File: src/rtl/input_conditioner.sv
// input_conditioner: synchronises and debounces switches/buttons, emits press pulses,
// change strobe and a snapshot of the clean input word with an acknowledge handshake.
module input_conditioner #(
   parameter int DEB_CYCLES = 50000
) (
   input  logic        CLK,
   input  logic        RST,
   input  logic [7:0]  CH,
   input  logic [3:0]  BT,
   output logic [7:0]  SW,
   output logic [3:0]  BTN,
   output logic [3:0]  BTP,
   output logic        CHG,
   output logic [11:0] SNAP,
   output logic        SNAP_VLD,
   input  logic        SNAP_ACK,
   output logic        OVR
);
   localparam int CW = $clog2(DEB_CYCLES + 1);
   localparam logic [CW-1:0] LAST = CW'(DEB_CYCLES - 1);
   localparam logic [11:0] IDLE = 12'hF00;
   logic [11:0] s1, s2, stable, flip, nxt;
   logic [CW-1:0] cnt [12];
   // a bit flips when it has disagreed with its stable value for the full window
   always_comb begin
      flip = '0;
      for (int i = 0; i < 12; i++) flip[i] = (s2[i] != stable[i]) && (cnt[i] == LAST);
   end
   assign nxt = stable ^ flip;
   assign SW = stable[7:0];
   assign BTN = stable[11:8];
   always_ff @(posedge CLK) begin
      if (RST) begin
         s1 <= IDLE;
         s2 <= IDLE;
         stable <= IDLE;
         for (int i = 0; i < 12; i++) cnt[i] <= '0;
         BTP <= '0;
         CHG <= 1'b0;
         SNAP <= IDLE;
         SNAP_VLD <= 1'b0;
         OVR <= 1'b0;
      end else begin
         s1 <= {BT, CH};
         s2 <= s1;
         stable <= nxt;
         for (int i = 0; i < 12; i++) cnt[i] <= (s2[i] == stable[i] || flip[i]) ? '0 : cnt[i] + CW'(1);
         BTP <= stable[11:8] & ~nxt[11:8];
         CHG <= |flip;
         // a same-edge acknowledge consumes the old word, so no overrun is flagged
         if (|flip) begin
            SNAP <= nxt;
            SNAP_VLD <= 1'b1;
            OVR <= SNAP_VLD & ~SNAP_ACK;
         end else if (SNAP_ACK && SNAP_VLD) begin
            SNAP_VLD <= 1'b0;
            OVR <= 1'b0;
         end
      end
   end
endmodule

File: config.mk
export PLATFORM = sky130hd
export DESIGN_NAME = input_conditioner
export DESIGN_NICKNAME = d
export VERILOG_FILES = /design/src/rtl/input_conditioner.sv
export SDC_FILE = /design/constraint.sdc
export NUM_CORES = 1
export LEC_CHECK = 0
export ABC_CLOCK_PERIOD_IN_PS = 2640
export CORE_UTILIZATION = 40
export DETAILED_ROUTE_END_ITERATION = 8
export SLEW_MARGIN = 15
export SYNTH_ARGS = -nofsm -noshare
export SYNTH_HDL_FRONTEND = slang
export SYNTH_SLANG_ARGS = --single-unit
File: constraint.sdc
create_clock -name CLK -period 2.64 [get_ports CLK]
set_input_delay 0.528 -clock CLK [delete_from_list [all_inputs] [get_ports CLK]]
set_output_delay 0.528 -clock CLK [all_outputs]
set_load 0.01 [all_outputs]
# --- After elaboration in Yosys (flattened, before gate mapping) ---
# Memories as Yosys holds them, arrays and structs flattened.
# Cells that the tools add are included.
word_totals:
  regBits: 55
  ramBits: 192
  in_bits: 15
  out_inout_bits: 31
  elab_cells: 131
  mem_count: 1
memory_table:
  columns: ["name", "words", "width", "read_ports", "rd_ports_with_merged_regs", "write_ports", "line", "text"]
  rows:
  - ["cnt", 12, 16, 12, 0, 12, "23", "logic [CW-1:0] cnt [12];"]
classes:
  addsub: 12
  eq_ne: 36
  muxes: 30
  n_bitwise: 17
  reduce_logical: 27
ops:
  columns: ["cell", "count"]
  rows:
  - ["2-to-1 mux 16 bit", 24]
  - ["adder 16 x 1 -> 16 bit (second input constant)", 12]
  - ["== test 16 bit (second input constant)", 12]
  - ["logical AND 1 bit", 13]
  - ["== test 1 bit", 12]
  - ["logical OR 1 bit", 12]
  - ["!= test 1 bit", 12]
  - ["bitwise OR 1 bit", 12]
  - ["OR reduction 12 bit", 1]
  - ["XOR 12 bit", 1]
  - ["2-to-1 mux 1 bit", 6]
  - ["AND 4 bit", 1]
  - ["inverter 4 bit", 1]
  - ["nonzero test 2 bit", 1]
  - ["AND 1 bit", 1]
  - ["inverter 1 bit", 1]

# --- Logic depth before layout (Yosys ltp) ---
depth:
  depth_word: 5
  depth_mapped: 9
  mapped_depth_nobuf: 7

# --- Worst setup path before layout ---
# Ideal clock, no wire load.
synth_timing:
  path_kind: "register to register"
  from: "memory cnt[0][48] in the netlist's numbering"
  to: "register SNAP[0]"
  setup_ns: 0.123
  arrival_time_ns: 2.112
  required_time_ns: 2.517
  path_slack_ns: 0.404
  stages_incl_launch_ff: 9
  path_buffers: 1
  period_less_slack_ns: 2.236
  cell_sequence: "dfxtp_1 ha_1 and3_1 clkbuf_1 nand4_1 o22ai_2 nor4_2 nand2_4 mux2_1"
synth_lines:
  columns: ["item", "line", "text"]
  rows:
  - ["start, declared", "23", null]
  - ["end signal, assigned", "52", "SNAP <= nxt;"]
  - ["end, declared", "14", "output logic [11:0] SNAP,"]

==> flow_metrics.env <==
export IMPL_area_growth_synth_to_final_pct=17.7
export IMPL_die_h_microns=162
export IMPL_yosysTopAreaCellShare=0.485
export IMPL_path_cells="or4_1, or4_1, o22ai_2, nor4_4, nand2_4, mux2_2"
export IMPL_tightest_slew_ns=0.565
export IMPL_gr_total_overflow=0
export IMPL_synth_nets=1140
export IMPL_status="finished, final reports clean"
export IMPL_async_reset_ff_frac=0
export IMPL_synth_edff_count=0
export IMPL_rsz0062_at_grt="false"
export IMPL_finalWirelength_microns=19400
export IMPL_cts_max_level=1
export IMPL_finClkSkew_ns=0.00817
export IMPL_fin_setup_tns_ns=0
export IMPL_wl_per_cell_microns=12.8
export IMPL_setup_viol=0
export IMPL_nets=1200
export IMPL_synth_simple_area_share=0.293
export IMPL_p_comb_frac=0.012
export IMPL_cts_hold_buf=0
export IMPL_cp_slowest_cell="or4_1"
export IMPL_rows=58
export IMPL_grt_pass1_vias=6828
export IMPL_timing_fmax_mhz=417
export IMPL_timing_critical_path_mode_cell="or4_1"
export IMPL_slowest_delay_ns=0.55
export IMPL_power_switching_share=0.194
export IMPL_cp_required_ns=3.05
export IMPL_die_w_microns=162
export IMPL_vias=7456
export IMPL_seq_area_frac_synth=0.485
export IMPL_ir_drop_mv=0.444
export IMPL_viasPerCell=4.90
export IMPL_cts_resized=0
export IMPL_drv_slew=0
export IMPL_antenna_found_initial=0
export IMPL_slew_headroom=0.623
export IMPL_p_int_mw=6.35
export IMPL_period_share=0.909
export IMPL_root_buffer="clkbuf_16"
export IMPL_critPathMaxFanout=8
export IMPL_final_common_cell="dfxtp_1"
export IMPL_ys_warn_count=0
export IMPL_synthMuxAreaShare=0.0167
export IMPL_drt_iter0_drc=344
export IMPL_antenna_cells=0
export IMPL_fin_crit_ns=2.40
export IMPL_synth_area_leaders="dfxtp_1 49%, xor2_1 8.1%, nor2_1 8.0%, xnor2_1 5.2%, nand3_1 2.8%"
export IMPL_coreArea_sq_um=25100
export IMPL_grt_pass1_wl_microns=32600
export IMPL_drive_above_1_share=0.0696
export IMPL_maxCapViolCount=0
export IMPL_grt_max_degree=34
export IMPL_pwr_share_clk=0.510
export IMPL_clock_latency_ns=0.52
export IMPL_cts_tree="yes"
export IMPL_seqPwrFrac=0.477
export IMPL_switching_power_mw=1.53
export IMPL_die_area_sq_um=26100
export IMPL_first_pass_iters=4
export IMPL_io_pins=46
export IMPL_start_util=0.406
export IMPL_hpwl_microns=13400
export IMPL_synth_compound_area_frac=0.0388
export IMPL_yosys_area_top_type="dfxtp_1"
export IMPL_cp_end_kind="flop"
export IMPL_dp_cells=1475
export IMPL_syn_area_per_cell_sq_um=9.15
export IMPL_clk_pin_slew_worst_paths_ns=0.06
export IMPL_syn_inst=1113
export IMPL_synth_xor_area_frac=0.133
export IMPL_stdcell_count=1522
export IMPL_grt_use_total=0.150
export IMPL_ys_flop_type="dfxtp_1"
export IMPL_final_cell_mix="247 x dfxtp_1, 216 x nor2_1, 94 x xor2_1"
export IMPL_synthAdderAreaFrac=0.0147
export IMPL_critPathLaunchType="flop"
export IMPL_p_leak_nw=4.14
export IMPL_gp_congestion=0.826
export IMPL_yosysUniqueCellTypes=47
export IMPL_synth_seq_cells=247
export IMPL_holdCritPathClass="flop to flop"
export IMPL_cts_sinks=247
export IMPL_post_cts_setup_buffers=0
export IMPL_cp_arrival_ns=2.81
export IMPL_syn_cell_area_sq_um=10200
export IMPL_worst_hold_slack_ns=0.406
export IMPL_synth_top_family_by_area="simple AND/OR/NAND/NOR gates"
export IMPL_cts_made_buffers=26
export IMPL_postRouteAntennaNets=0
export IMPL_path_delay_family="simple AND/OR/NAND/NOR gates"
export IMPL_critPathKind="flop to flop"
export IMPL_hold_violations=0
export IMPL_critPathBufInv=0
export IMPL_cts_buffer_depth=3
export IMPL_power_density_nw_per_um2=657
export IMPL_portBuffers=45
export IMPL_drc=0
worst paths after layout:
kind / cells after the start / slack [ns] / start / endpoint
max reg2reg: 6 / 0.24 / cnt[0][189]$_SDFF_PP0_ / SNAP[1]$_SDFFE_PP0P_
min: 1 / 0.41 / s1[8]$_SDFF_PP1_ / s2[8]$_SDFF_PP1_
min reg2reg: 1 / 0.41 / s1[8]$_SDFF_PP1_ / s2[8]$_SDFF_PP1_
max: 6 / 0.24 / cnt[0][189]$_SDFF_PP0_ / SNAP[1]$_SDFFE_PP0P_
stage by stage:
stage / power [mW] / setup WS, ns / utilization / area, sq um
detailed placement: 3.95 / 0.146 / 0.439 / 11000
CTS: 8.01 / 0.116 / 0.477 / 12000
floorplan: 3.90 / 0.404 / - / 10200
global placement: 3.94 / 0.223 / 0.439 / 11000
global route: 8.16 / 0.126 / 0.478 / 12000
finish: 7.88 / 0.240 / 0.478 / 12000
layer usage:
metal | up-vias | GRT usage | share of wire
met5 | - | 0 | 0
met4 | 0 | 0.0450 | 0.023
met3 | 31 | 0.0270 | 0.046
met2 | 98 | 0.240 | 0.45
met1 | 3400 | 0.205 | 0.48
li1 | 3927 | - | -
cell families after synthesis:
group                      after synthesis
muxes                                   16
DFF                                    247
buffers and inverters                   42
adders and majority gates               12
and+or+nand+nor                        571
AOI/OAI and AO/OA                       70
xor gates and xnor gates               155
registers in the layout, summed over array words and instances (netlist names):
name      cells
SNAP         12
BTP           4
cnt         192
OVR           1
s1           12
s2           12
stable       12
SNAP_VLD      1
CHG           1
synth_stat cells, types with 3 or more instances:
cell / instances
and3_1: 45
nand4b_1: 3
nand2_1: 67
and2_1: 3
xor2_1: 94
or2_2: 10
a21oi_1: 34
nand4_1: 41
mux2i_1: 8
nand2b_1: 3
and4b_1: 5
nor4_2: 3
dfxtp_1: 247
mux2_1: 7
nor2_1: 216
nor3_1: 7
nand3_1: 58
nor4b_1: 11
or4_1: 4
clkbuf_1: 21
o22ai_1: 3
nor2b_1: 24
ha_1: 12
inv_1: 16
a211o_1: 3
o21ai_0: 25
nor4bb_1: 13
xnor2_1: 61
and4_1: 11
nor4_1: 7
or3_1: 28
cell type report:
type	instances	area, sq um
Timing Repair Buffer	58	556
Inverter	16	60.1
Multi-Input combinational cell	824	5060
Fill cell	2400	13100
Clock buffer	36	749
Sequential cell	247	4940
Tap cell	330	413
Clock inverter	11	205
power by group through the flow:
stage	Sequential, mW	Combinational [mW]	Clock (mW)
floorplan	3.84	0.0615	0
global placement	3.85	0.0982	0
detailed placement	3.85	0.0985	0
CTS	3.76	0.0990	4.15
global route	3.76	0.110	4.29
finish	3.76	0.0970	4.02
No activity file was read; power rests on OpenSTA's default activity.
